===== src/rtl/ifu_pkg.sv =====
// Instruction-word layout and opcodes shared by the fetch unit and the IR/ALU stage.
package ifu_pkg;

    localparam int unsigned OPER_TYPE_MSB = 31;
    localparam int unsigned OPER_TYPE_LSB = 27;
    localparam int unsigned RDST_MSB      = 26;
    localparam int unsigned RDST_LSB      = 22;
    localparam int unsigned RSRC1_MSB     = 21;
    localparam int unsigned RSRC1_LSB     = 17;
    localparam int unsigned MODE_BIT      = 16;
    localparam int unsigned RSRC2_MSB     = 15;
    localparam int unsigned RSRC2_LSB     = 11;
    localparam int unsigned ISRC_MSB      = 15;
    localparam int unsigned ISRC_LSB      = 0;

    typedef logic [4:0] opcode_t;

    localparam opcode_t OP_MOV  = 5'd1;
    localparam opcode_t OP_ADD  = 5'd2;
    localparam opcode_t OP_HALT = 5'd31;

    typedef enum logic [1:0] {
        ST_IDLE,
        ST_FETCH,
        ST_HALTED
    } ifu_state_t;

    function automatic opcode_t oper_type(input logic [31:0] word);
        return word[OPER_TYPE_MSB:OPER_TYPE_LSB];
    endfunction

endpackage


===== src/rtl/instr_fetch_unit_if.sv =====
// Fetch-unit bus: instruction-memory read port, IR valid/ready stream and jump redirect.
interface instr_fetch_unit_if #(
    parameter int unsigned AW = 8
);
    logic          imem_en;
    logic [AW-1:0] imem_addr;
    logic [31:0]   imem_rdata;
    logic [31:0]   ir_out;
    logic [AW-1:0] ir_pc;
    logic          ir_valid;
    logic          ir_ready;
    logic          redirect_en;
    logic [AW-1:0] redirect_addr;

    modport master (
        output imem_en, imem_addr, ir_out, ir_pc, ir_valid,
        input  imem_rdata, ir_ready, redirect_en, redirect_addr
    );

    modport slave (
        input  imem_en, imem_addr, ir_out, ir_pc, ir_valid,
        output imem_rdata, ir_ready, redirect_en, redirect_addr
    );
endinterface


===== src/rtl/ifu_buf2.sv =====
// Two-entry {pc, word} FIFO between memory read data and the IR stream; flush beats push.
module ifu_buf2 #(
    parameter int unsigned AW = 8
) (
    input  logic          clk,
    input  logic          rst_n,
    input  logic          push,
    input  logic          pop,
    input  logic          flush,
    input  logic [AW-1:0] push_pc,
    input  logic [31:0]   push_word,
    output logic [AW-1:0] head_pc,
    output logic [31:0]   head_word,
    output logic [1:0]    count
);
    logic [AW-1:0] pc_q   [2];
    logic [31:0]   word_q [2];
    logic          rd_ptr;
    logic          wr_ptr;
    logic          do_push;
    logic          do_pop;

    assign do_pop  = pop && (count != 2'd0);
    assign do_push = push && ((count != 2'd2) || do_pop);

    always_ff @(posedge clk or negedge rst_n) begin
        if (!rst_n) begin
            rd_ptr    <= 1'b0;
            wr_ptr    <= 1'b0;
            count     <= '0;
            pc_q[0]   <= '0;
            pc_q[1]   <= '0;
            word_q[0] <= '0;
            word_q[1] <= '0;
        end else if (flush) begin
            rd_ptr <= 1'b0;
            wr_ptr <= 1'b0;
            count  <= '0;
        end else begin
            if (do_push) begin
                pc_q[wr_ptr]   <= push_pc;
                word_q[wr_ptr] <= push_word;
                wr_ptr         <= ~wr_ptr;
            end
            if (do_pop) begin
                rd_ptr <= ~rd_ptr;
            end
            count <= count + {1'b0, do_push} - {1'b0, do_pop};
        end
    end

    assign head_pc   = pc_q[rd_ptr];
    assign head_word = word_q[rd_ptr];
endmodule


===== src/rtl/instr_fetch_unit.sv =====
// Instruction fetch unit: PC, synchronous-memory reads, 2-deep IR buffer, redirect and HALT.
// Optional macro IFU_PERF_EN adds saturating perf_issued / perf_stall counters.
module instr_fetch_unit
    import ifu_pkg::*;
#(
    parameter int unsigned   AW       = 8,
    parameter logic [AW-1:0] RESET_PC = '0
) (
    input  logic               clk,
    input  logic               rst_n,
    input  logic               start,
    instr_fetch_unit_if.master bus,
    output logic               halted
`ifdef IFU_PERF_EN
    ,
    output logic [31:0]        perf_issued,
    output logic [31:0]        perf_stall
`endif
);
    ifu_state_t    state;
    ifu_state_t    state_nx;
    logic [AW-1:0] pc;
    logic [AW-1:0] inflight_pc;
    logic          inflight;
    logic [AW-1:0] head_pc;
    logic [31:0]   head_word;
    logic [1:0]    count;
    logic [2:0]    occupancy;
    logic          valid;
    logic          xfer;
    logic          redirect;
    logic          halt_xfer;
    logic          flush;
    logic          issue;

    assign valid     = (count != 2'd0);
    assign xfer      = valid && bus.ir_ready;
    assign occupancy = {1'b0, count} + {2'b0, inflight};
    assign flush     = redirect || halt_xfer;

    always_ff @(posedge clk or negedge rst_n) begin
        if (!rst_n) begin
            state <= ST_IDLE;
        end else begin
            state <= state_nx;
        end
    end

    always_comb begin
        state_nx  = state;
        redirect  = 1'b0;
        halt_xfer = 1'b0;
        issue     = 1'b0;
        case (state)
            ST_IDLE: begin
                if (start) state_nx = ST_FETCH;
            end
            ST_FETCH: begin
                redirect  = bus.redirect_en;
                halt_xfer = xfer && (oper_type(head_word) == OP_HALT) && !bus.redirect_en;
                if (halt_xfer) state_nx = ST_HALTED;
                // A head leaving this cycle frees its slot, keeping one read per cycle under ready.
                issue = !redirect && !halt_xfer && (occupancy < (3'd2 + {2'b0, xfer}));
            end
            ST_HALTED: begin
                if (bus.redirect_en) begin
                    redirect = 1'b1;
                    state_nx = ST_FETCH;
                end
            end
            default: state_nx = ST_IDLE;
        endcase
    end

    always_ff @(posedge clk or negedge rst_n) begin
        if (!rst_n) begin
            pc          <= RESET_PC;
            inflight    <= 1'b0;
            inflight_pc <= '0;
        end else begin
            inflight <= issue;
            if (issue) inflight_pc <= pc;
            if (redirect) begin
                pc <= bus.redirect_addr;
            end else if (issue) begin
                pc <= pc + 1'b1;
            end
        end
    end

    ifu_buf2 #(.AW(AW)) u_buf (
        .clk       (clk),
        .rst_n     (rst_n),
        .push      (inflight && !flush),
        .pop       (xfer),
        .flush     (flush),
        .push_pc   (inflight_pc),
        .push_word (bus.imem_rdata),
        .head_pc   (head_pc),
        .head_word (head_word),
        .count     (count)
    );

    assign bus.imem_en   = issue;
    assign bus.imem_addr = issue ? pc : '0;
    assign bus.ir_valid  = valid;
    assign bus.ir_out    = valid ? head_word : '0;
    assign bus.ir_pc     = valid ? head_pc : '0;
    assign halted        = (state == ST_HALTED);

`ifdef IFU_PERF_EN
    always_ff @(posedge clk or negedge rst_n) begin
        if (!rst_n) begin
            perf_issued <= '0;
            perf_stall  <= '0;
        end else begin
            if (xfer && (perf_issued != '1)) perf_issued <= perf_issued + 1'b1;
            if (valid && !bus.ir_ready && (perf_stall != '1)) perf_stall <= perf_stall + 1'b1;
        end
    end
`endif
endmodule


===== src/flat_wrapper.sv =====
// flat-port wrapper written by rule: the top's interface ports become plain ports
module instr_fetch_unit_flat import ifu_pkg::*;
#(
    parameter int unsigned   AW       = 8,
    parameter logic [AW-1:0] RESET_PC = '0
)
  (clk, rst_n, start, halted, bus_imem_en, bus_imem_addr, bus_ir_out, bus_ir_pc, bus_ir_valid, bus_imem_rdata, bus_ir_ready, bus_redirect_en, bus_redirect_addr);
  instr_fetch_unit_if #(.AW(AW)) bus_i ();
  input  logic clk;
  input  logic rst_n;
  input  logic start;
  output logic halted;
  output wire logic [$bits(bus_i.imem_en)-1:0] bus_imem_en;
  output wire logic [$bits(bus_i.imem_addr)-1:0] bus_imem_addr;
  output wire logic [$bits(bus_i.ir_out)-1:0] bus_ir_out;
  output wire logic [$bits(bus_i.ir_pc)-1:0] bus_ir_pc;
  output wire logic [$bits(bus_i.ir_valid)-1:0] bus_ir_valid;
  input wire logic [$bits(bus_i.imem_rdata)-1:0] bus_imem_rdata;
  input wire logic [$bits(bus_i.ir_ready)-1:0] bus_ir_ready;
  input wire logic [$bits(bus_i.redirect_en)-1:0] bus_redirect_en;
  input wire logic [$bits(bus_i.redirect_addr)-1:0] bus_redirect_addr;
  assign bus_imem_en = bus_i.imem_en;
  assign bus_imem_addr = bus_i.imem_addr;
  assign bus_ir_out = bus_i.ir_out;
  assign bus_ir_pc = bus_i.ir_pc;
  assign bus_ir_valid = bus_i.ir_valid;
  assign bus_i.imem_rdata = bus_imem_rdata;
  assign bus_i.ir_ready = bus_ir_ready;
  assign bus_i.redirect_en = bus_redirect_en;
  assign bus_i.redirect_addr = bus_redirect_addr;
  instr_fetch_unit #(.AW(AW), .RESET_PC(RESET_PC)) u_core (.clk(clk), .rst_n(rst_n), .start(start), .bus(bus_i), .halted(halted));
endmodule

===== config.mk =====
export PLATFORM = sky130hd
export DESIGN_NAME = instr_fetch_unit_flat
export DESIGN_NICKNAME = d
export VERILOG_FILES = /design/src/rtl/ifu_pkg.sv /design/src/rtl/instr_fetch_unit_if.sv /design/src/rtl/ifu_buf2.sv /design/src/rtl/instr_fetch_unit.sv /design/src/flat_wrapper.sv
export SDC_FILE = /design/constraint.sdc
export NUM_CORES = 1
export LEC_CHECK = 0
export BUFFER_PORTS_ARGS = -buffer_cell sky130_fd_sc_hd__buf_2
export CAP_MARGIN = 20
export CORE_ASPECT_RATIO = 1.1
export CORE_UTILIZATION = 59
export CTS_BUF_LIST = sky130_fd_sc_hd__clkbuf_16
export DETAILED_ROUTE_END_ITERATION = 12
export PLACE_DENSITY = 0.87
export SYNTH_ARGS = -nofsm -noshare
export SYNTH_HDL_FRONTEND = slang
export SYNTH_SLANG_ARGS = --single-unit

===== constraint.sdc =====
create_clock -name clk -period 3.3 [get_ports clk]
set_input_delay 0.495 -clock clk [delete_from_list [all_inputs] [get_ports clk]]
set_output_delay 0.495 -clock clk [all_outputs]
set_load 0.02 [all_outputs]

==> results of run 1 <==
per-stage QoR:
step / hold slack [ns] / instance area, um^2
floorplan: 0.199 / 4900
global placement: 0.466 / 5550
detailed placement: 0.474 / 5550
CTS: 0.197 / 5850
global route: 0.228 / 5850
finish: 0.178 / 5850
layout by cell type (no fill, tap or decap), types with 4 or more instances in the layout:
master and instances:
sky130_fd_sc_hd__dfrtp_1 102, sky130_fd_sc_hd__buf_2 94, sky130_fd_sc_hd__mux2_1 80, sky130_fd_sc_hd__nor2_1 51
sky130_fd_sc_hd__mux2i_1 40, sky130_fd_sc_hd__buf_4 15, sky130_fd_sc_hd__inv_1 11, sky130_fd_sc_hd__ha_1 9
sky130_fd_sc_hd__clkbuf_16 9, sky130_fd_sc_hd__mux2_2 8, sky130_fd_sc_hd__nand3_1 7, sky130_fd_sc_hd__and2_1 7
sky130_fd_sc_hd__nand2_1 5, sky130_fd_sc_hd__o21ai_0 4, sky130_fd_sc_hd__nor3_1 4, sky130_fd_sc_hd__a21oi_1 4
kinds of logic (layout without fill, tap and decap cells):
group,after synthesis,count (layout)
compound gates,25,25
xor+xnor,4,4
fa+ha+maj,9,9
buf+inv,31,136
flops,103,103
mux,128,128
simple gates,98,98
state kept, by name, indices dropped and copies added, names as in the netlist:
register,flops
u_core.state,2
u_core.u_buf.pc_q,16
u_core.u_buf.count,2
u_core.inflight,1
u_core.inflight_pc,8
u_core.u_buf.word_q,64
u_core.pc,8
u_core.u_buf.rd_ptr,1
u_core.u_buf.wr_ptr,1
layer usage:
metal	GRT usage [%]	wire length (um)
met4	12.8	313
met5	0	0
met3	3.82	459
met2	41.4	4990
met1	31.9	4360
synthesized netlist by cell type, drive strengths merged:
library cell and instances:
o22ai 1, a31oi 3, o211ai 2, and2 8, dfrtp 103, inv 11
clkbuf 5, nor3 6, nor2 54, a211o 1, a21oi 4, nor2b 1
o31a 1, nand4 2, xor2 1, nand2b 2, or3b 1, o21a 1
mux2i 40, o21bai 1, and3 3, or4 3, or2 2, buf 15
o21ai 5, a32oi 1, nand2 5, o311ai 1, nand3 7, nand3b 1
or3 3, mux2 88, o22a 1, xnor2 3, ha 9, o31ai 3
power by group through the flow:
stage | Sequential (uW) | Combinational (uW) | Clock, uW
after floorplan | 2160 | 1990 | 0
after global placement | 2260 | 2620 | 0
after detailed placement | 2310 | 2720 | 0
after CTS | 2300 | 2750 | 1060
after global routing | 2380 | 3000 | 1110
final | 2310 | 2720 | 1040
worst paths after layout:
check,end
setup / recovery,bus_imem_addr[2]
hold / removal,u_core.u_buf.word_q[37]
setup reg to reg,u_core.inflight_pc[3]
hold reg to reg,u_core.u_buf.word_q[40]
max in group asynchronous,u_core.inflight_pc[0]
min in group clk,u_core.pc[5]
critical path, cell delays in order (launching register included):
cell,delay (ns)
sky130_fd_sc_hd__dfrtp_1,0.45
sky130_fd_sc_hd__ha_1,0.23
sky130_fd_sc_hd__ha_1,0.18
sky130_fd_sc_hd__nor2_1,0.35
sky130_fd_sc_hd__nand2_1,0.27
sky130_fd_sc_hd__nor2_2,0.37
sky130_fd_sc_hd__and2_1,0.19
sky130_fd_sc_hd__buf_2,0.16
area by class of cell:
type,instances,area [um^2]
clock buffer,9,225
clock inverter,7,71.3
fill,586,2150
inverter,11,41.3
multi-input combinational,264,2210
sequential,103,2580
tap,108,135
timing repair buffer,109,583
==> results by group, run 1 <==
Power and ir drop
  • Reg power frac: 38.0%
  • Peak ir drop on the vdd network: 0.000483 V
  • Clock share of power: approximately 17%
  • Switching power of the nets: 2440 uW
  • Comb pwr share: 44.8%
  • Total design power: 6080 uW
  • Switch share: 40.1%
  • Leakage power figure: 0.00279 uW
  • Internal cell power: 3640 uW
  • Ratio of total power to cell area: a little over 1000 nW/um^2

STA
  • Clock Skews: 0.0114 ns
  • Final period utilization: 91.8%
  • Total Neg Setup Slack: 0 ns
  • Final hold vios: 0
  • Slew margin rel.: 48.5%
  • Unrepaired setup endpoints after global routing: no
  • Slew of the pin with the lowest slew margin: ~0.77 ns
  • Final max-slew violation count: 0
  • Setup-failing EPs final: 0
  • Final min period: 3.03 ns
  • Upper clock frequency limit: 0.330 GHz
  • Final WS setup: 0.269 ns

Drt
  • Average routed wire per standard cell: around 17 um
  • Total wire length after detailed routing: 10.1 mm
  • DRC: 0
  • ANT nets after route: 0
  • Ratio of routed vias to standard cells: 5.65
  • Vias: 3452
  • Drt first-iter violations: ~100
  • Detailed Routing Iterations Pass 1: 4

Synth
  • Count of mapped cells out of synthesis: 398
  • Ranking of synthesized cells by area: sky130_fd_sc_hd__dfrtp_1 53%, sky130_fd_sc_hd__mux2_1 18%, sky130_fd_sc_hd__mux2i_1 8.2%
  • Synth area leader: sky130_fd_sc_hd__dfrtp_1
  • Unique masters post-synth: 43
  • Number of warnings reported in the yosys synthesis log: 0
  • Area share of and/or/nand/nor cells after synthesis: 9.63%
  • Share of synthesized area spent on multiplexers: 28.4%
  • Combinational family with the most area after synthesis: multiplexers
  • Avg Synthesized Cell Area: 12.3 um^2
  • Area share of the largest cell type after synthesis: a little over half
  • Sequential share of the synthesized area: 52.6%
  • Post-synthesis compound-gate area fraction: 3.68%
  • Post-synth design cell area: between 4000 and 5000 um^2
  • Syn nets: around 450
  • Yosys reg bits: 103
  • Xor-xnor portion of the synthesized cell area: 0.715%
  • Post-synthesis share of cell area spent on full adders, half adders and majority gates: 2.30%

Flow run
  • Max-Cap Viols: 0

Global route
  • Global-route wire length before repair: 16.7 mm
  • Global-route congestion overflow total: 0
  • Number of antenna violations at the first check in global routing: 0
  • Tot GR Track Use: 25.2%
  • Number of global-route vias before repair: ~3600
  • Maximum number of pins on one net before global-route repair: 52

Worst setup path
  • Worst reg-to-reg path cell count: 7
  • Source of the worst register-to-register timing path: u_core.u_buf.count[0]
  • Critical path class: flop to output port
  • CP max FO: 11
  • Worst R2R Setup Slack: 0.72 ns
  • Start point of the critical path: u_core.u_buf.count[0]
  • Sort of element at the end of the critical path: output port
  • Worst Path Required: 2.80 ns
  • Data arrival time of the critical path: 2.54 ns
  • Startpoint Class: flop

Place
  • Pre-CTS WS: 0.651 ns
  • Routability Congestion: around 0.82
  • Port bufs: 95
  • Placed cells: 595
  • HPWL Detailed: between 6 and 7 mm

Layout
  • Ant diodes: 0
  • Area growth from synthesis to final layout: 19.3%
  • Final Non-Filler Cells: 611
  • Final core area utilization: 73.1%
  • Number of nets in the finished design: 552
  • Fraction of final layout cells with drive strength greater than 1: about 28%

CTS
  • Clock tree from TritonCTS: done
  • Post-CTS repair timing setup buffer count: 0
  • Number of buffers created by CTS: 9
  • Maximum clock insertion buffer count: 2
  • # resized after CTS: 0
  • H-tree depth: 3
  • Number of hold-repair buffers added at the cts stage: 0
  • Clock Latency Late Sink: between 0.3 and 0.4 ns
  • Clock-pin slew reported for the worst setup and hold paths after clock tree synthesis: 0.07 ns
  • Root Buffer: sky130_fd_sc_hd__clkbuf_16
  • Clock Sinks: 103

Die
  • Die outline width: ~89 um
  • Number of rows created at floorplan: 34
  • Full die area: 8670 um^2
  • Placeable core region: 8000 um^2
  • Effective utilization at floorplan: 61.2%
  • Overall die height: 97.6 um
  • IO Pins: 96

Run status
  • Run status: finished, final reports clean

Min path
  • Class of the most critical hold timing path: input pin to asynchronous set/reset pin
Note: power is estimated with default switching activity, not from simulation.
==> run 2, diff against run 1 <==
Settings changed: ABC_AREA set to 1, CORE_UTILIZATION 59 to 60.
==> run 2 against run 1 <==
Area after synthesis is 3.2% higher. Synthesized cell count increased by 64%. Worst setup slack improved by 0.22 ns. Hold slack improved by 0.0017 ns. Wire length grew 16%. Clock skew fell by 0.0028 ns. Final cell count grew 38%. First-iteration DRC count grew to 3.6 times the previous value. Non-clock buffer count down 8. Flip-flop and latch count unchanged. Final area down 1.2%. Power is 8.1% lower. Critical path type unchanged. Critical endpoint is now bus_imem_en. Largest power group unchanged.
==> results by group, run 2 <==
Run status
  • Run status: finished, final reports clean

Layout
  • Most frequent cells in the layout: 361 x sky130_fd_sc_hd__nand2_1, 103 x sky130_fd_sc_hd__dfrtp_1, 94 x sky130_fd_sc_hd__buf_2
  • Final core area utilization: 71.8% (-1.3 points)
  • Number of nets in the finished design: 786 (+42%)
  • Area growth from synthesis to final layout: 14.3%
  • Registers with the highest flip-flop counts: u_core.u_buf.word_q x64, u_core.u_buf.pc_q x16
  • Fraction of final layout cells with drive strength greater than 1: 18.3% (-9.9 points)
  • Final Non-Filler Cells: 846 (+38%)
  • Register bank with the most flops: u_core.u_buf.word_q
  • Number of flip-flops under the largest register name: 64 (unchanged)
  • Area taken by flip-flops and latches: 2580 um^2 (about the same)
  • Fill cell count: 639 (+9.0%)
  • Total area of multi-input combinational cells: 2140 um^2 (-3.1%)
  • Most common cell after layout, fill and taps aside: sky130_fd_sc_hd__nand2_1

Flow run
  • Max-Cap Viols: 0 (unchanged)

Global route
  • Number of global-route vias before repair: 4467 (+24%)
  • Global-route congestion overflow total: 0 (unchanged)
  • Tot GR Track Use: 29.2% (+4.0 points)
  • Maximum number of pins on one net before global-route repair: 104 (+100%)
  • Number of antenna violations at the first check in global routing: 2 (+2)
  • Global-route wire length before repair: 19.8 mm (+19%)

Die
  • Overall die height: 98.3 um (+0.72%)
  • Full die area: 8800 um^2 (+1.4%)
  • Number of rows created at floorplan: 34 (unchanged)
  • Placeable core region: 8040 um^2 (+0.53%)
  • IO Pins: 96 (unchanged)
  • Die outline width: 89.5 um (+0.72%)
  • Effective utilization at floorplan: 62.9% (+1.6 points)

STA
  • Slew of the pin with the lowest slew margin: 0.949 ns (+0.179 ns)
  • Final WS setup: 0.492 ns (+0.223 ns)
  • Slew margin rel.: 36.6% (-12 points)
  • Final min period: 2.81 ns (-0.223 ns)
  • Upper clock frequency limit: 0.356 GHz (+7.9%)
  • Final hold vios: 0 (unchanged)
  • Clock Skews: 0.00865 ns (-0.00277 ns)
  • Setup-failing EPs final: 0 (unchanged)
  • Unrepaired setup endpoints after global routing: no
  • Total Neg Setup Slack: 0 ns (unchanged)
  • Final period utilization: 85.1% (-6.7 points)
  • Final max-slew violation count: 0 (unchanged)

Drt
  • Drt first-iter violations: 375 (+260%)
  • Average routed wire per standard cell: 13.9 um (-16%)
  • Vias: 4544 (+32%)
  • Detailed Routing Iterations Pass 1: 5 (+1)
  • Total wire length after detailed routing: 11.7 mm (+16%)
  • Ratio of routed vias to standard cells: 5.37 (-4.9%)
  • DRC: 0 (unchanged)
  • ANT nets after route: 0 (unchanged)

Synth
  • Most used standard cell by instance count after synthesis: sky130_fd_sc_hd__nand2_1
  • Syn nets: 706 (+56%)
  • Most frequent cells after synthesis: 361 x sky130_fd_sc_hd__nand2_1, 103 x sky130_fd_sc_hd__dfrtp_1, 38 x sky130_fd_sc_hd__a21oi_1
  • Ranking of synthesized cells by area: sky130_fd_sc_hd__dfrtp_1 51%, sky130_fd_sc_hd__nand2_1 27%, sky130_fd_sc_hd__a21oi_1 3.8%
  • Main flop type after synthesis: sky130_fd_sc_hd__dfrtp_1
  • Avg Synthesized Cell Area: 7.75 um^2 (-37%)
  • Unique masters post-synth: 26 (-40%)
  • Yosys reg bits: 103 (unchanged)
  • Number of warnings reported in the yosys synthesis log: 0 (unchanged)
  • Post-synth design cell area: 5050 um^2 (+3.2%)
  • Synth area leader: sky130_fd_sc_hd__dfrtp_1
  • Count of mapped cells out of synthesis: 652 (+64%)
  • Sequential share of the synthesized area: 51.0% (-1.6 points)
  • Async set-reset flop share out of synthesis: 100% (unchanged)
  • Area share of the largest cell type after synthesis: 51.0% (-1.6 points)
  • Count of flip-flops with a built-in enable after synthesis: 0 (unchanged)

Place
  • Routability Congestion: 0.814 (-0.54%)
  • Pre-CTS WS: 0.808 ns (+0.157 ns)
  • Placed cells: 829 (+39%)
  • Port bufs: 95 (unchanged)
  • HPWL Detailed: 7.63 mm (+12%)

Power and ir drop
  • Ratio of total power to cell area: 968 nW/um^2 (-6.9%)
  • Leakage power figure: 0.00320 uW (+15%)
  • Peak ir drop on the vdd network: 0.000605 V (+25%)

CTS
  • Clock tree from TritonCTS: done
  • Maximum clock insertion buffer count: 2 (unchanged)
  • Root Buffer: sky130_fd_sc_hd__clkbuf_16
  • Clock-pin slew reported for the worst setup and hold paths after clock tree synthesis: 0.07 ns (about the same)
  • Number of buffers created by CTS: 9 (unchanged)
  • Post-CTS repair timing setup buffer count: 0 (unchanged)
  • # resized after CTS: 0 (unchanged)
  • Clock Latency Late Sink: 0.34 ns (about the same)
  • H-tree depth: 3 (unchanged)
  • Number of hold-repair buffers added at the cts stage: 0 (unchanged)
  • Clock Sinks: 103 (unchanged)

Worst setup path
  • Start point of the critical path: u_core.u_buf.rd_ptr
  • Sort of element at the end of the critical path: output port
  • Critical path class: flop to output port
  • CP max FO: 28 (+17)
  • Data arrival time of the critical path: 2.31 ns (-0.23 ns)
  • Source of the worst register-to-register timing path: u_core.u_buf.rd_ptr
  • Startpoint Class: flop
  • Worst Path Required: 2.80 ns (about the same)

Min path
  • Class of the most critical hold timing path: input pin to asynchronous set/reset pin
[run 2: cell type report]
type                       instances  area share [%]
sequential                       103            44.6
multi-input combinational        489            37.1
timing repair buffer             101            9.27
clock buffer                       9            3.90
tap                              108            2.34
inverter                          28            1.82
clock inverter                     7           0.888
antenna                            1          0.0433
[run 2: worst max-delay path, cell delays in order (launching register included)]
cell and delay [ns]:
sky130_fd_sc_hd__dfrtp_1 0.39, sky130_fd_sc_hd__inv_2 0.39, sky130_fd_sc_hd__nand2_1 0.10, sky130_fd_sc_hd__nand2_1 0.10, sky130_fd_sc_hd__inv_1 0.06, sky130_fd_sc_hd__nor3_2 0.14
sky130_fd_sc_hd__nand3_1 0.13, sky130_fd_sc_hd__nand2_2 0.38, sky130_fd_sc_hd__inv_1 0.10, sky130_fd_sc_hd__buf_2 0.18
[run 2: final timing paths]
kind | cells past startpoint | to | slack (ns)
hold reg to reg | 2 | u_core.u_buf.word_q[26] | 0.48
min in group clk | 3 | u_core.u_buf.word_q[2] | 0.36
max in group asynchronous | 2 | u_core.u_buf.word_q[58] | 2.66
setup / recovery | 9 | bus_imem_en | 0.49
hold / removal | 2 | u_core.u_buf.word_q[52] | 0.18
setup reg to reg | 9 | u_core.u_buf.word_q[45] | 0.69
[run 2: cells by family (layout without fill, tap and decap cells)]
| group | count (synthesis) | after routing | synth area share (%) |
|---|---|---|---|
| DFF | 103 | 103 | 51.0 |
| and+or+nand+nor | 408 | 408 | 31.9 |
| xor gates and xnor gates | 6 | 6 | 1.04 |
| AOI/OAI and AO/OA | 66 | 66 | 7.10 |
| buffers and inverters | 60 | 145 | 6.71 |
| other | 0 | 1 | 0 |
| adders and majority gates | 9 | 9 | 2.23 |
[run 2: report_power, final]
part           switching (uW)  total (uW)  leakage (uW)  internal [uW]
combinational            1630        2430       0.00173            799
sequential                351        2160       0.00134           1810
clock                     483         997      0.000136            515
[run 2: metrics by stage]
stage	hold WS, ns	instance area [um^2]	total power, uW
after CTS	0.242	5770	5590
after global routing	0.243	5770	6020
after floorplan	0.199	5050	3930
final	0.180	5780	5590
after detailed placement	0.465	5500	4580
after global placement	0.461	5500	4460
[run 2: metal layers]
layer  part of all wire, %  vias up  track usage (%)
met5                  0.11        -                0
met4                   2.6        2             12.2
met3                   6.7       30             6.00
met2                    49      175             48.5
met1                    41     2166             36.7
li1                      -     2171                -
==> run 3, diff against run 2 <==
==> constraint.sdc (replaced) <==
create_clock -name clk -period 3.3 [get_ports clk]
set_input_delay 0.495 -clock clk [delete_from_list [all_inputs] [get_ports clk]]
set_output_delay 0.495 -clock clk [all_outputs]
set_load 0.1 [all_outputs]
==> run 3 against run 2 <==
Sequential share of layout area decreased by 1.3 points. Clock skew about the same. Die area unchanged. First-iteration DRC count decreased by 22%. Via count increased by 1.1%. Wire length increased by 3.6%. Count of clock-buffer cells in the layout unchanged. Register-to-register slack got worse by 0.19 ns. Core utilization increased by 2.2 points. Non-clock buffer count increased by 3. Critical path type unchanged.
==> results by group, run 3 (synthesis gave the netlist of run 2 again) <==
Run status
  • Run status: finished, final reports clean

Worst setup path
  • Critical path class: flop to output port
  • Data arrival time of the critical path: 2.59 ns (+0.28 ns)
  • Critical path buffer and inverter count: 3 (-1)
  • Cell type group with the largest total delay on the critical path: buffers and inverters
  • CP max FO: 42 (+50%)
  • Startpoint Class: flop
  • Standard cell with the maximum stage delay on the critical path: sky130_fd_sc_hd__buf_2
  • Source of the worst register-to-register timing path: u_core.u_buf.count[1]
  • Worst reg-to-reg path cell count: 9 (unchanged)
  • Sort of element at the end of the critical path: output port
  • Worst Path Required: 2.80 ns (about the same)
  • Worst R2R Setup Slack: 0.50 ns (-0.19 ns)
  • Cells traversed along the worst timing path: buf_4 > o21ai_0 > nor2_2 > nand3_1 > nand2_2 > inv_1 > buf_2
  • Worst reg2reg endpoint: u_core.u_buf.word_q[17]
  • Largest incremental delay on the critical path: 0.44 ns (+0.05 ns)

Global route
  • Number of global-route vias before repair: 4466 (-0.022%)
  • Number of antenna violations at the first check in global routing: 1 (-1)
  • Global-route wire length before repair: 20.0 mm (+0.80%)
  • Tot GR Track Use: 29.5% (+0.30 points)
  • Maximum number of pins on one net before global-route repair: 62 (-40%)
  • Global-route congestion overflow total: 0 (unchanged)

Min path
  • Class of the most critical hold timing path: input pin to asynchronous set/reset pin

CTS
  • Clock tree from TritonCTS: done
  • Maximum clock insertion buffer count: 2 (unchanged)
  • Post-CTS repair timing setup buffer count: 0 (unchanged)
  • Number of buffers created by CTS: 9 (unchanged)
  • Clock Latency Late Sink: 0.34 ns (about the same)
  • Root Buffer: sky130_fd_sc_hd__clkbuf_16
  • Clock Sinks: 103 (unchanged)
  • Number of hold-repair buffers added at the cts stage: 0 (unchanged)
  • # resized after CTS: 0 (unchanged)
  • Clock-pin slew reported for the worst setup and hold paths after clock tree synthesis: 0.07 ns (about the same)
  • H-tree depth: 3 (unchanged)

Layout
  • Fraction of final layout cells with drive strength greater than 1: 18.6% (+0.33 points)
  • Most frequent cells in the layout: 361 x sky130_fd_sc_hd__nand2_1, 103 x sky130_fd_sc_hd__dfrtp_1, 85 x sky130_fd_sc_hd__buf_2
  • Final Non-Filler Cells: 849 (+0.35%)
  • Fill cell count: 602 (-5.8%)
  • Number of flip-flops under the largest register name: 64 (unchanged)
  • Most common cell after layout, fill and taps aside: sky130_fd_sc_hd__nand2_1
  • Register bank with the most flops: u_core.u_buf.word_q
  • Area growth from synthesis to final layout: 17.7%
  • Registers with the highest flip-flop counts: u_core.u_buf.word_q x64, u_core.u_buf.pc_q x16
  • Number of nets in the finished design: 789 (+0.38%)

Flow run
  • Max-Cap Viols: 0 (unchanged)

STA
  • Total Neg Setup Slack: 0 ns (unchanged)
  • Final max-slew violation count: 0 (unchanged)
  • Final min period: 3.09 ns (+0.278 ns)
  • Slew margin rel.: 32.5% (-4.0 points)
  • Final period utilization: 93.5% (+8.4 points)
  • Unrepaired setup endpoints after global routing: no
  • Upper clock frequency limit: 0.324 GHz (-9.0%)
  • Final hold vios: 0 (unchanged)
  • Slew of the pin with the lowest slew margin: 1.01 ns (+0.0604 ns)
  • Clock Skews: 0.00875 ns (+0.000107 ns)
  • Setup-failing EPs final: 0 (unchanged)

Drt
  • Detailed Routing Iterations Pass 1: 5 (unchanged)
  • Drt first-iter violations: 294 (-22%)
  • Total wire length after detailed routing: 12.2 mm (+3.6%)
  • DRC: 0 (unchanged)
  • Vias: 4595 (+1.1%)
  • Average routed wire per standard cell: 14.3 um (+3.2%)
  • Ratio of routed vias to standard cells: 5.41 (+0.77%)
  • ANT nets after route: 0 (unchanged)

Die
  • Die outline width: 89.5 um (unchanged)
  • Overall die height: 98.3 um (unchanged)
  • Full die area: 8800 um^2 (unchanged)
  • Number of rows created at floorplan: 34 (unchanged)
  • IO Pins: 96 (unchanged)
  • Placeable core region: 8040 um^2 (unchanged)
  • Effective utilization at floorplan: 62.9% (unchanged)

Place
  • HPWL Detailed: 7.87 mm (+3.2%)
  • Routability Congestion: 0.872 (+7.1%)
  • Placed cells: 832 (+0.36%)
  • Port bufs: 95 (unchanged)
-- run 3: how the worst max path moves through the flow --
stage	end	slack (ns)	cells after the start	start
2_1_floorplan	bus_imem_addr[0]	0.02	6	u_core.u_buf.rd_ptr
3_3_place_gp	u_core.u_buf.word_q[63]	0.72	9	u_core.u_buf.count[1]
3_5_place_dp	u_core.u_buf.pc_q[11]	0.58	9	u_core.u_buf.count[1]
4_1_cts	bus_imem_en	0.23	7	u_core.u_buf.rd_ptr
5_1_grt	bus_imem_en	0.04	7	u_core.u_buf.rd_ptr
6_report	bus_imem_en	0.21	7	u_core.u_buf.rd_ptr
-- run 3: per-stage QoR --
stage	setup slack, ns	hold slack (ns)	cell area [um^2]	util, %
floorplan	0.0237	0.199	5060	-
global placement	0.719	0.461	5660	70.4
detailed placement	0.585	0.465	5660	70.4
CTS	0.232	0.167	5950	74.0
global route	0.0449	0.193	5950	74.0
finish	0.214	0.143	5950	74.0
-- run 3: cell type report --
class,instances,area (um^2),share of cell area [%]
diodes,1,2.50,0.0421
inverters,28,105,1.77
clock buffers,9,225,3.79
flip-flops and latches,103,2580,43.3
clock inverters,7,65.1,1.09
well taps,108,135,2.27
multi-input cells,489,2150,36.1
repair buffers,104,693,11.7
-- run 3: routing by layer --
layer | track usage [%] | wire length [um] | vias up
li1 | - | - | 2180
met1 | 37.5 | 5090 | 2209
met2 | 47.4 | 5960 | 177
met3 | 7.44 | 836 | 29
met4 | 12.6 | 280 | 0
met5 | 0 | 0 | -
-- run 3: worst register-to-register path, delay by kind of cell, from the launching register on --
family / cells / cell delay, ns
flops: 1 / 0.45
simple gates: 9 / 2.29
Power of run 3 is left out: the tool's default activity adds up to more than one toggle a clock period on the data nets, which glitch-free logic cannot reach.
